===== src/rtl/frame_capture_ctrl_if.sv =====
// Control/status bundle between the frame capture controller and its writer/consumer.
// master: the controller; slave: the writer/consumer side driving the handshakes.
interface frame_capture_ctrl_if #(
    parameter int unsigned ADDR_W  = 23,
    parameter int unsigned NUM_BUF = 2
);
    localparam int unsigned CNT_W  = $clog2(NUM_BUF + 1);
    localparam int unsigned DROP_W = 16;

    logic              start;
    logic              continuous;
    logic              almost_done_wr;
    logic              rd_done;
    logic [ADDR_W-1:0] wr_addr;
    logic [ADDR_W-1:0] max_wr;
    logic [ADDR_W-1:0] rd_addr;
    logic              frame_valid;
    logic [CNT_W-1:0]  fill_cnt;
    logic              busy;
    logic [DROP_W-1:0] drop_cnt;

    modport master (
        input  start, continuous, almost_done_wr, rd_done,
        output wr_addr, max_wr, rd_addr, frame_valid, fill_cnt, busy, drop_cnt
    );

    modport slave (
        output start, continuous, almost_done_wr, rd_done,
        input  wr_addr, max_wr, rd_addr, frame_valid, fill_cnt, busy, drop_cnt
    );
endinterface


===== src/rtl/frame_capture_ctrl.sv =====
// Ring-buffer frame capture controller: hands out write/read frame bases over NUM_BUF buffers.
// Optional overwrite counter enabled by defining FRAME_CAPTURE_DROP_CNT_EN.
module frame_capture_ctrl #(
    parameter int unsigned H_RES   = 640,
    parameter int unsigned V_RES   = 480,
    parameter int unsigned NUM_BUF = 2,
    parameter int unsigned ADDR_W  = 23
) (
    input  logic                 clk,
    input  logic                 reset,
    frame_capture_ctrl_if.master bus
);
    localparam int unsigned FRAME  = H_RES * V_RES;
    localparam int unsigned CNT_W  = $clog2(NUM_BUF + 1);
    localparam int unsigned DROP_W = 16;

    localparam logic [ADDR_W-1:0] FRAME_A   = ADDR_W'(FRAME);
    localparam logic [ADDR_W-1:0] LAST_BASE = ADDR_W'((NUM_BUF - 1) * FRAME);
    localparam logic [CNT_W-1:0]  FULL      = CNT_W'(NUM_BUF);
    localparam logic [DROP_W-1:0] DROP_MAX  = {DROP_W{1'b1}};

    typedef enum logic [1:0] {
        S_IDLE    = 2'd0,
        S_CAPTURE = 2'd1,
        S_HOLD    = 2'd2
    } state_t;

    state_t            state_q, state_d;
    logic              mode_q, mode_d;
    logic [ADDR_W-1:0] wr_addr_q, wr_addr_d;
    logic [ADDR_W-1:0] max_wr_q, max_wr_d;
    logic [ADDR_W-1:0] rd_addr_q, rd_addr_d;
    logic [CNT_W-1:0]  fill_q, fill_d;
    logic              frame_valid_q;
    logic              busy_q;
    logic [DROP_W-1:0] drop_q, drop_d;
    logic              wr_evt, rd_evt, wr_adv;

    // Next-state, ring bookkeeping and next output values
    always_comb begin
        state_d   = state_q;
        mode_d    = mode_q;
        wr_addr_d = wr_addr_q;
        rd_addr_d = rd_addr_q;
        fill_d    = fill_q;
        drop_d    = drop_q;

        wr_evt = (state_q == S_CAPTURE) && bus.almost_done_wr;
        rd_evt = bus.rd_done && (fill_q != '0);
        // A release in the same cycle frees a slot, so a full ring can still advance
        wr_adv = wr_evt && ((fill_q < FULL) || rd_evt);

        if (wr_adv) begin
            wr_addr_d = (wr_addr_q == LAST_BASE) ? '0 : wr_addr_q + FRAME_A;
        end
        if (rd_evt) begin
            rd_addr_d = (rd_addr_q == LAST_BASE) ? '0 : rd_addr_q + FRAME_A;
        end

        if (wr_adv && !rd_evt) begin
            fill_d = fill_q + CNT_W'(1);
        end else if (!wr_adv && rd_evt) begin
            fill_d = fill_q - CNT_W'(1);
        end

`ifdef FRAME_CAPTURE_DROP_CNT_EN
        if (wr_evt && !wr_adv && (drop_q != DROP_MAX)) begin
            drop_d = drop_q + DROP_W'(1);
        end
`endif

        max_wr_d = wr_addr_d + FRAME_A;

        case (state_q)
            S_IDLE: begin
                if (bus.start) begin
                    state_d = S_CAPTURE;
                    mode_d  = bus.continuous;
                end
            end
            S_CAPTURE: begin
                if (wr_evt && (!mode_q || !bus.start)) begin
                    state_d = S_HOLD;
                end
            end
            S_HOLD: begin
                if (!bus.start && (fill_d == '0)) begin
                    state_d = S_IDLE;
                end
            end
            default: state_d = S_IDLE;
        endcase
    end

    // State and registered outputs
    always_ff @(posedge clk) begin
        if (!reset) begin
            state_q       <= S_IDLE;
            mode_q        <= 1'b0;
            wr_addr_q     <= '0;
            max_wr_q      <= FRAME_A;
            rd_addr_q     <= '0;
            fill_q        <= '0;
            frame_valid_q <= 1'b0;
            busy_q        <= 1'b0;
            drop_q        <= '0;
        end else begin
            state_q       <= state_d;
            mode_q        <= mode_d;
            wr_addr_q     <= wr_addr_d;
            max_wr_q      <= max_wr_d;
            rd_addr_q     <= rd_addr_d;
            fill_q        <= fill_d;
            frame_valid_q <= (fill_d != '0);
            busy_q        <= (state_d != S_IDLE);
            drop_q        <= drop_d;
        end
    end

    assign bus.wr_addr     = wr_addr_q;
    assign bus.max_wr      = max_wr_q;
    assign bus.rd_addr     = rd_addr_q;
    assign bus.fill_cnt    = fill_q;
    assign bus.frame_valid = frame_valid_q;
    assign bus.busy        = busy_q;
`ifdef FRAME_CAPTURE_DROP_CNT_EN
    assign bus.drop_cnt    = drop_q;
`else
    assign bus.drop_cnt    = '0;
`endif

endmodule

===== src/flat_wrapper.sv =====
// flat-port wrapper written by rule: the top's interface ports become plain ports
module frame_capture_ctrl_flat 
#(
    parameter int unsigned H_RES   = 640,
    parameter int unsigned V_RES   = 480,
    parameter int unsigned NUM_BUF = 2,
    parameter int unsigned ADDR_W  = 23
)
  (clk, reset, bus_start, bus_continuous, bus_almost_done_wr, bus_rd_done, bus_wr_addr, bus_max_wr, bus_rd_addr, bus_frame_valid, bus_fill_cnt, bus_busy, bus_drop_cnt);
  frame_capture_ctrl_if #(.ADDR_W(ADDR_W), .NUM_BUF(NUM_BUF)) bus_i ();
  input  logic clk;
  input  logic reset;
  input wire logic [$bits(bus_i.start)-1:0] bus_start;
  input wire logic [$bits(bus_i.continuous)-1:0] bus_continuous;
  input wire logic [$bits(bus_i.almost_done_wr)-1:0] bus_almost_done_wr;
  input wire logic [$bits(bus_i.rd_done)-1:0] bus_rd_done;
  output wire logic [$bits(bus_i.wr_addr)-1:0] bus_wr_addr;
  output wire logic [$bits(bus_i.max_wr)-1:0] bus_max_wr;
  output wire logic [$bits(bus_i.rd_addr)-1:0] bus_rd_addr;
  output wire logic [$bits(bus_i.frame_valid)-1:0] bus_frame_valid;
  output wire logic [$bits(bus_i.fill_cnt)-1:0] bus_fill_cnt;
  output wire logic [$bits(bus_i.busy)-1:0] bus_busy;
  output wire logic [$bits(bus_i.drop_cnt)-1:0] bus_drop_cnt;
  assign bus_i.start = bus_start;
  assign bus_i.continuous = bus_continuous;
  assign bus_i.almost_done_wr = bus_almost_done_wr;
  assign bus_i.rd_done = bus_rd_done;
  assign bus_wr_addr = bus_i.wr_addr;
  assign bus_max_wr = bus_i.max_wr;
  assign bus_rd_addr = bus_i.rd_addr;
  assign bus_frame_valid = bus_i.frame_valid;
  assign bus_fill_cnt = bus_i.fill_cnt;
  assign bus_busy = bus_i.busy;
  assign bus_drop_cnt = bus_i.drop_cnt;
  frame_capture_ctrl #(.H_RES(H_RES), .V_RES(V_RES), .NUM_BUF(NUM_BUF), .ADDR_W(ADDR_W)) u_core (.clk(clk), .reset(reset), .bus(bus_i));
endmodule

===== config.mk =====
export PLATFORM = sky130hd
export DESIGN_NAME = frame_capture_ctrl_flat
export DESIGN_NICKNAME = d
export VERILOG_FILES = /design/src/rtl/frame_capture_ctrl_if.sv /design/src/rtl/frame_capture_ctrl.sv /design/src/flat_wrapper.sv
export SDC_FILE = /design/constraint.sdc
export NUM_CORES = 1
export LEC_CHECK = 0
export BUFFER_PORTS_ARGS = -buffer_cell sky130_fd_sc_hd__buf_4
export CORE_MARGIN = 1.5
export CORE_UTILIZATION = 45
export DETAILED_ROUTE_END_ITERATION = 8
export GPL_TIMING_DRIVEN = 0
export PLACE_DENSITY = 0.88
export SYNTH_ARGS = -nofsm -noshare
export SYNTH_HDL_FRONTEND = slang
export SYNTH_SLANG_ARGS = --single-unit

===== constraint.sdc =====
create_clock -name clk -period 2.7 [get_ports clk]
set_input_delay 0.81 -clock clk [delete_from_list [all_inputs] [get_ports clk]]
set_output_delay 0.81 -clock clk [all_outputs]
set_load 0.1 [all_outputs]

=== Word-level counts from Yosys, hierarchy flattened ===
Index checks and enable logic that the tools add are counted.

* Bits of input ports: 6
* Memories kept: 0
* Memory bits (read-only): 0
* Latch bits: 0
* Flip-flop bits (word level): 76
* Output and inout port bits: 89
* Bits in writable memories: 0

* Add/sub/neg operators: 5
* Order comparisons: 1
* Eq/ne operators: 4
* Div/mod/pow operators: 0
* Multiplexer cells: 9
* Reduce and logical (&&, ||, !) cells: 19
* $mul: 0
* Bitwise gates (word level): 0
* Shifts and indexed selects: 0

{| class="wikitable"
|+ Operators by type and width
! kind !! number
|-
| 23-bit by 19-bit adder with 23-bit output (second input constant) || 3
|-
| 23-bit 2-to-1 mux || 3
|-
| 23-bit by 19-bit == test with 1-bit output (second input constant) || 2
|-
| 2-bit 2-to-1 mux || 5
|-
| 1-bit logical AND || 7
|-
| 2-bit one-hot mux with 3 select lines || 1
|-
| 2-bit nonzero test || 3
|-
| 1-bit logical NOT || 4
|-
| 2-bit logical NOT || 2
|-
| 2-bit by 1-bit adder with 2-bit output (second input constant) || 1
|-
| 2-bit by 1-bit == test with 1-bit output (second input constant) || 1
|-
| 2-bit == test (second input constant) || 1
|-
| 1-bit logical OR || 2
|-
| 2-bit less-than comparator (second input constant) || 1
|-
| 2-bit AND reduction || 1
|-
| 2-bit by 1-bit subtractor with 2-bit output (second input constant) || 1
|}

=== Logic depth before layout (Yosys ltp) ===
Gate-level depths: netlist of run 1.

* Depth in word-level cells: 13
* Mapped depth: 16

=== Worst setup path after synthesis of run 1 ===
OpenSTA, ideal clock, no wires.

* Path type: register -> register
* Start: register u_core.fill_q[1] (netlist: u_core.bus.fill_cnt[1])
* End: register u_core.max_wr_q[22] (netlist: u_core.bus.max_wr[22])
* Slack: -0.814 ns
* Stages on the path, launching flop included: 17
* Data arrival time: 3.393 ns
* Period minus slack after synthesis: 3.514 ns
* Data required time: 2.579 ns
* Path through: dfxtp_1 -> buf_6 -> inv_4 -> ha_1 -> nand2b_1 -> buf_6 -> a21oi_4 -> nand2_1 -> o21ai_0 -> inv_1 -> ha_1 -> nor2b_1 -> o21ai_0 -> o211ai_2 -> a21oi_2 -> nor3_2 -> mux2_4

* Word-level cells in the longest chain between the ends: 6

{| class="wikitable"
|+ Ends and longest elaborated chain
! element !! RTL line !! text
|-
| start: declaration || frame_capture_ctrl.sv:33 || <nowiki>logic [CNT_W-1:0] fill_q, fill_d;</nowiki>
|-
| start signal: assignment || frame_capture_ctrl.sv:113 || <nowiki>fill_q <= fill_d;</nowiki>
|-
| branches (longest 2 deep; another with 2-bit less-than comparator) || n/a ||
|-
| 1-bit logical OR (*) || frame_capture_ctrl.sv:51 || <nowiki>wr_adv = wr_evt && ((fill_q < FULL) || rd_evt);</nowiki>
|-
| 1-bit logical AND (*) || frame_capture_ctrl.sv:51 ||
|-
| 23-bit 2-to-1 mux (*) || frame_capture_ctrl.sv:53 || <nowiki>if (wr_adv) begin</nowiki>
|-
| 23-bit by 19-bit adder with 23-bit output (*) || frame_capture_ctrl.sv:72 || <nowiki>max_wr_d = wr_addr_d + FRAME_A;</nowiki>
|-
| end signal: assignment || frame_capture_ctrl.sv:111 || <nowiki>max_wr_q <= max_wr_d;</nowiki>
|-
| end: declaration || frame_capture_ctrl.sv:31 || <nowiki>logic [ADDR_W-1:0] max_wr_q, max_wr_d;</nowiki>
|}

Mark *: on every way between the ends.
A chain may end at the register's enable or synchronous reset.

=== Worst setup path after layout of run 1 ===
* Start: input bus_almost_done_wr
* End: register u_core.max_wr_q[22] (netlist: u_core.bus.max_wr[22])

* Word-level cells in the longest chain between the ends: 4

{| class="wikitable"
|+ Ends and longest elaborated chain
! element !! RTL line !! text
|-
| start: declaration || flat_wrapper.sv:15 || <nowiki>input wire logic [$bits(bus_i.almost_done_wr)-1:0] bus_almost_done_wr;</nowiki>
|-
| 1-bit logical AND || frame_capture_ctrl.sv:48 || <nowiki>wr_evt = (state_q == S_CAPTURE) && bus.almost_done_wr;</nowiki>
|-
| 1-bit logical AND || frame_capture_ctrl.sv:51 ||
|-
| 23-bit 2-to-1 mux || frame_capture_ctrl.sv:53 ||
|-
| 23-bit by 19-bit adder with 23-bit output || frame_capture_ctrl.sv:72 ||
|}

No other way between the ends.

==> results of run 1 <==
## area by class of cell
type | count | area (um2)
repair buffers | 52 | 390.4
well taps | 72 | 90.09
inverters | 14 | 55.05
multi-input cells | 227 | 1490
clock buffers | 5 | 68.82
clock inverters | 3 | 41.29
flip-flops and latches | 40 | 814.5
fillers | 499 | 2117
plain buffers | 56 | 405.4
## metrics by stage
stage	setup WS [ns]	instances	total power [mW]	setup TNS, ns
floorplan	-0.1022	339	1.967	-0.1941
global placement	-0.2554	453	2.135	-0.5941
detailed placement	-0.3169	453	2.163	-0.7612
CTS	0.009813	463	2.660	0
global route	0.005147	469	2.821	0
finish	0.1395	469	2.693	0
## critical path, stage by stage
cell      delay, ns
buf_4          0.11
nand3b_4       0.12
a21oi_4        0.24
nand2_2        0.11
o21ai_2        0.19
inv_2          0.06
ha_4           0.17
nor2b_1        0.10
o21ai_1        0.08
o211ai_2       0.10
a21oi_2        0.11
nor3_2         0.23
mux2_4         0.31
## cells in the mapped netlist (3+ instances only)
cell      number  area (um2)
a21o_1         3       22.52
a21oi_1       10       50.05
a31oi_1        5       31.28
and2_1         7       43.79
buf_4         52       390.4
clkbuf_1       4       15.01
dfxtp_1       40       800.8
ha_1           6       75.07
inv_1         12       45.04
mux2_4         3       45.04
nand2_1       23       86.33
nand2b_1       3       18.77
nand3_1        5       25.02
nor2_1        25       93.84
nor2b_1        5       31.28
nor3_1         4       20.02
o21ai_0       14       70.07
xnor2_1       11       96.34
xor2_1         8       70.07
## kinds of logic after synthesis
group | Yosys count
and+or+nand+nor | 96
xor gates and xnor gates | 19
other | 1
AOI/OAI and AO/OA | 50
muxes | 4
buffers and inverters | 72
adders and majority gates | 6
DFF | 40
## power breakdown
group | switching [mW] | total (mW) | internal [mW]
combinational | 1.08 | 1.46 | 0.381
clock | 0.220 | 0.494 | 0.274
sequential | 0.0717 | 0.737 | 0.665
total | 1.37 | 2.69 | 1.32
## registers in the layout, summed over array words and instances, names as in the netlist
name	cells
u_core.bus.frame_valid	1
u_core.bus.fill_cnt	2
u_core.state_q	2
u_core.bus.max_wr	11
u_core.mode_q	1
u_core.bus.wr_addr	11
u_core.bus.busy	1
u_core.bus.rd_addr	11
## metal layers
metal / wire length [um] / vias up / GRT usage (%)
met1: 2107 / 949 / 18.74
li1: - / 1076 / -
met4: 58 / 0 / 5.893
met3: 424 / 7 / 6.824
met2: 2659 / 65 / 29.04
met5: 0 / - / 0
## worst paths after layout
kind | endpoint | slack, ns
setup / recovery | u_core.bus.max_wr[22] | 0.14
hold / removal | u_core.mode_q | 0.48
setup reg to reg | u_core.bus.max_wr[22] | 0.15
hold reg to reg | u_core.mode_q | 0.48
## what timing repair did
action | CTS | global route
gates resized for setup | 2 | 6
endpoints found under the setup margin | 2 | 3
buffers inserted | 3 | 7
pin swaps | 3 | 5
==> flow_summary.yaml, run 1 <==
placement:
  place_area_mm2: 0.003159
  port_buffers: 42
  globalplace.congestion: 0.8625
  hpwlAfterDp_mm: 3.909
critical_path:
  crit_type: "primary input to flip-flop"
  crit_arrival_ns: 2.75
  r2r-start: "u_core.bus.wr_addr[12]"
  cp.required_ns: 2.89
  endpoint_kind: "flip-flop"
  path_max_fanout: 6
  start_kind: "primary input"
  r2r_cells: 11
  crit_path_start: "bus_almost_done_wr"
timing:
  period_needed_ns: 2.560
  fmax_mhz: 390.6
  finalHoldViolCount: 0
  finalClockSkew_ns: 0.003342
  slew_headroom_pct: 65.34
  fin_crit_sh_pct: 94.83
  slew_violations: 0
  tightestPinTransition_ns: 0.5162
  setup_viol: 0
  hold_slack_ns: 0.4773
  rsz0062_at_grt: "no"
global_routing:
  grt_max_degree: 14
  grt_overflow_total: 0
  grt_pass1_vias: 1813
  grt_pass1_wl_mm: 8.148
  grt_util_all_layers_pct: 16.89
  antenna_found_initial: 0
worst_hold_path:
  hold_start: "u_core.mode_q"
  whs_path_depth: 2
  worstHoldPathType: "flip-flop to flip-flop"
routing:
  drtPass1Iterations: 4
  wirelength_mm: 5.250
  drt_iter0_markers: 75
  ant_nets: 0
  wire_per_inst_um: 11.19
  vias: 2097
  viasPerCell: 4.471
  drc: 0
synth:
  yosys.area_share.adder_pct: 2.972
  synth-xor-area-share_pct: 6.587
  synth_top_family_by_area: "simple AND/OR/NAND/NOR gates"
  synth_edf_count: 0
  avgSynthCellArea_um2: 8.771
  yosysWarnings: 0
  muxShareOfSynthArea_pct: 2.179
  synthSimpleGateAreaFrac_pct: 22.73
  synthArstFlopShare_pct: 0
  synthesis.area_mm2: 0.002526
  yosysSeqAreaShare_pct: 31.70
  syn_inst: 288
  synth_cell_types: 57
  ys_ff_latch: 40
  synth_flop_cell: "dfxtp_1"
  synth_compound_area_share_pct: 14.56
clock_tree:
  clock_path_buffers: 2
  cts_root_buf: "clkbuf_8"
  cts_sinks: 40
  hold_buffers: 0
  cts-buffers-inserted: 5
  clk_pin_slew_ns: 0.08
  htreeDepth: 2
  cts_tree: "built"
  clock_latency_ns: 0.30
run_status:
  status: "completed"
die:
  fp.coreArea_mm2: 0.005473
  dieArea_mm2: 0.006072
  die_h_um: 77.93
  initial_core_util_pct: 46.16
  pin_count: 95
  num_rows: 27
  fp.dieW_um: 77.93
power:
  power_density_mw_per_mm2: 802.4
  power.leakage_nw: 1.591
  vdd_drop_max_v: 0.0006503
finish:
  final_common_cell: "buf_4"
  drive_above_1_share_pct: 39.55
  fin_area_mm2: 0.003356
  syn_to_final_growth_pct: 32.84
  final_cell_mix: "buf_4 (104), conb_1 (52), dfxtp_1 (33), nor2_1 (25), nand2_1 (22)"
  fin_util_pct: 61.32
  nets: 408
  diodes: 0
flow_run:
  drv_cap: 0
No activity file was read; power rests on OpenSTA's default activity.
==> run 2, diff against run 1 <==
--- a/config.mk
+++ b/config.mk
@@ -5,12 +5,12 @@
 export SDC_FILE = /design/constraint.sdc
 export NUM_CORES = 1
 export LEC_CHECK = 0
-export BUFFER_PORTS_ARGS = -buffer_cell sky130_fd_sc_hd__buf_4
 export CORE_MARGIN = 1.5
-export CORE_UTILIZATION = 45
+export CORE_UTILIZATION = 57
 export DETAILED_ROUTE_END_ITERATION = 8
+export DONT_BUFFER_PORTS = 1
 export GPL_TIMING_DRIVEN = 0
-export PLACE_DENSITY = 0.88
+export PLACE_DENSITY = 0.78
 export SYNTH_ARGS = -nofsm -noshare
 export SYNTH_HDL_FRONTEND = slang
 export SYNTH_SLANG_ARGS = --single-unit
==> run 2 against run 1 <==
Against the previous run:
- clock power down 16%
- sequential power rose by 64%
- sequential share of layout area grew 2.2 points
- cell count down 12%
- die area fell by 20%
- design area down 6.5%
- wire length decreased by 4.7%
- fmax down 4.8%
- global-route usage up 3.2 points
- register-to-register slack got worse by 0.14 ns
- core utilization is 12 points higher
- critical path type is now flip-flop to flip-flop
- highest routed layer unchanged
==> flow_summary.yaml, run 2 (synthesis gave the netlist of run 1 again) <==
run_status:
  status: "completed"
die:
  fp.coreArea_mm2: 0.004294
  num_rows: 24
  pin_count: 95
  initial_core_util_pct: 58.83
  fp.dieW_um: 69.57
  dieArea_mm2: 0.004840
  die_h_um: 69.57
power:
  power.leakage_nw: 1.404
  p_int_mw: 1.201
  switchingPower_mw: 1.348
  clockPowerShare_pct: 16.2
  power_density_mw_per_mm2: 811.9
  vdd_drop_max_v: 0.0006660
  p_seq_share_pct: 47.5
  combinationalPowerShare_pct: 36.3
  p_sw_share_pct: 52.89
clock_tree:
  cts_sinks: 40
  clock_path_buffers: 2
  cts_tree: "built"
  clock_latency_ns: 0.30
  cts-buffers-inserted: 5
  clk_pin_slew_ns: 0.07
  hold_buffers: 0
  cts_root_buf: "clkbuf_8"
  htreeDepth: 2
critical_path:
  cp.required_ns: 2.89
  path_max_fanout: 4
  start_kind: "flip-flop"
  path_delay_family: "compound AO/OA/AOI/OAI gates"
  endpoint_kind: "flip-flop"
  crit_top_cell: "ha_4"
  cp_cell_sequence: "buf_8 > inv_6 > ha_4 > nand2b_4 > a21oi_4 > buf_6 > a31oi_4 > ha_4 > nor2b_1 > o21ai_1 > o211ai_2 > a21oi_2 > nor3_2 > mux2_4"
  worst_path_largest_cell_delay_ns: 0.54
  crit_arrival_ns: 2.88
  crit_type: "flip-flop to flip-flop"
  cp_slowest_cell: "dfxtp_4"
  path_buf_inv: 3
timing:
  finalHoldViolCount: 0
  finalClockSkew_ns: 0.007430
  fin_crit_sh_pct: 99.66
  tns_ns: 0
  setup_viol: 0
  worst_slack_ns: 0.009252
  slew_headroom_pct: 24.71
  period_needed_ns: 2.691
  tightestPinTransition_ns: 1.128
  fmax_mhz: 371.6
  slew_violations: 0
  rsz0062_at_grt: "yes"
routing:
  drt_iter0_markers: 89
  wirelength_mm: 5.002
  ant_nets: 0
  wire_per_inst_um: 12.05
  drtPass1Iterations: 4
  drc: 0
  vias: 1971
  viasPerCell: 4.749
global_routing:
  grt_pass1_vias: 1720
  grt_max_degree: 12
  grt_pass1_wl_mm: 7.893
  grt_util_all_layers_pct: 20.09
  grt_overflow_total: 0
  antenna_found_initial: 0
finish:
  syn_to_final_growth_pct: 24.27
  final_common_cell: "buf_4"
  drive_above_1_share_pct: 36.91
  nets: 374
  diodes: 0
  final_cell_mix: "buf_4 (68), conb_1 (52), dfxtp_1 (26), nor2_1 (24), nand2_1 (22)"
placement:
  hpwlAfterDp_mm: 3.528
  globalplace.congestion: 0.8723
  place_ws_ns: -0.3768
  port_buffers: 0
worst_hold_path:
  worstHoldPathType: "flip-flop to flip-flop"
flow_run:
  drv_cap: 0
-- run 2: what timing repair did --
action | CTS | global route
endpoints found under the setup margin | 5 | 13
gates resized for setup | 18 | 15
endpoints found under the hold margin | 0 | 0
pin swaps | 7 | 10
setup buffers | 10 | 7
-- run 2: cell type report --
class | count | area [um2]
repair buffers | 17 | 131.4
plain buffers | 57 | 421.7
inverters | 14 | 57.56
multi-input cells | 227 | 1543
fillers | 345 | 1155
well taps | 52 | 65.06
flip-flops and latches | 40 | 830.8
clock buffers | 8 | 90.09
-- run 2: worst reg2reg max path: cells and delay by family (launching register included) --
kind / cells / cell delay, ns
simple gates: 3 / 0.41
flops: 1 / 0.54
mux: 1 / 0.31
buf+inv: 3 / 0.35
compound gates: 5 / 0.63
fa+ha+maj: 2 / 0.33
-- run 2: path summary, 6_finish.rpt --
kind	depth (start not counted)	from	end	slack [ns]
setup / recovery	14	u_core.bus.fill_cnt[1]	u_core.bus.max_wr[22]	0.009
hold / removal	2	u_core.mode_q	u_core.mode_q	0.49
setup reg to reg	14	u_core.bus.fill_cnt[1]	u_core.bus.max_wr[22]	0.009
hold reg to reg	2	u_core.mode_q	u_core.mode_q	0.49
-- run 2: through the flow --
stage	utilization (%)	hold WS, ns	total power, mW	cell area (um2)	instances
after detailed placement	65.65	0.4735	2.056	2819	391
after global routing	73.11	0.5080	2.657	3139	415
after floorplan	-	0.4464	1.967	2754	339
after global placement	65.65	0.4610	2.040	2819	391
after CTS	70.45	0.4848	2.523	3025	408
final	73.11	0.4889	2.549	3139	415
-- run 2: power groups by stage --
stage               registers, mW  clock network [mW]  logic, mW
finish                       1.21               0.414      0.925
global route                 1.22               0.439      0.996
CTS                          1.21               0.419      0.896
detailed placement           1.22                   0      0.838
global placement             1.22                   0      0.823
floorplan                    1.20                   0      0.771
-- run 2: routing by layer --
| metal | global-route usage, % | wire length, um | vias to the layer above | part of all wire, % |
|---|---|---|---|---|
| met2 | 34.62 | 2529 | 61 | 51 |
| met3 | 6.831 | 353 | 10 | 7.1 |
| met4 | 8.715 | 73 | 0 | 1.5 |
| met5 | 0 | 0 | - | 0 |
| li1 | - | - | 1006 | - |
| met1 | 22.40 | 2046 | 894 | 41 |
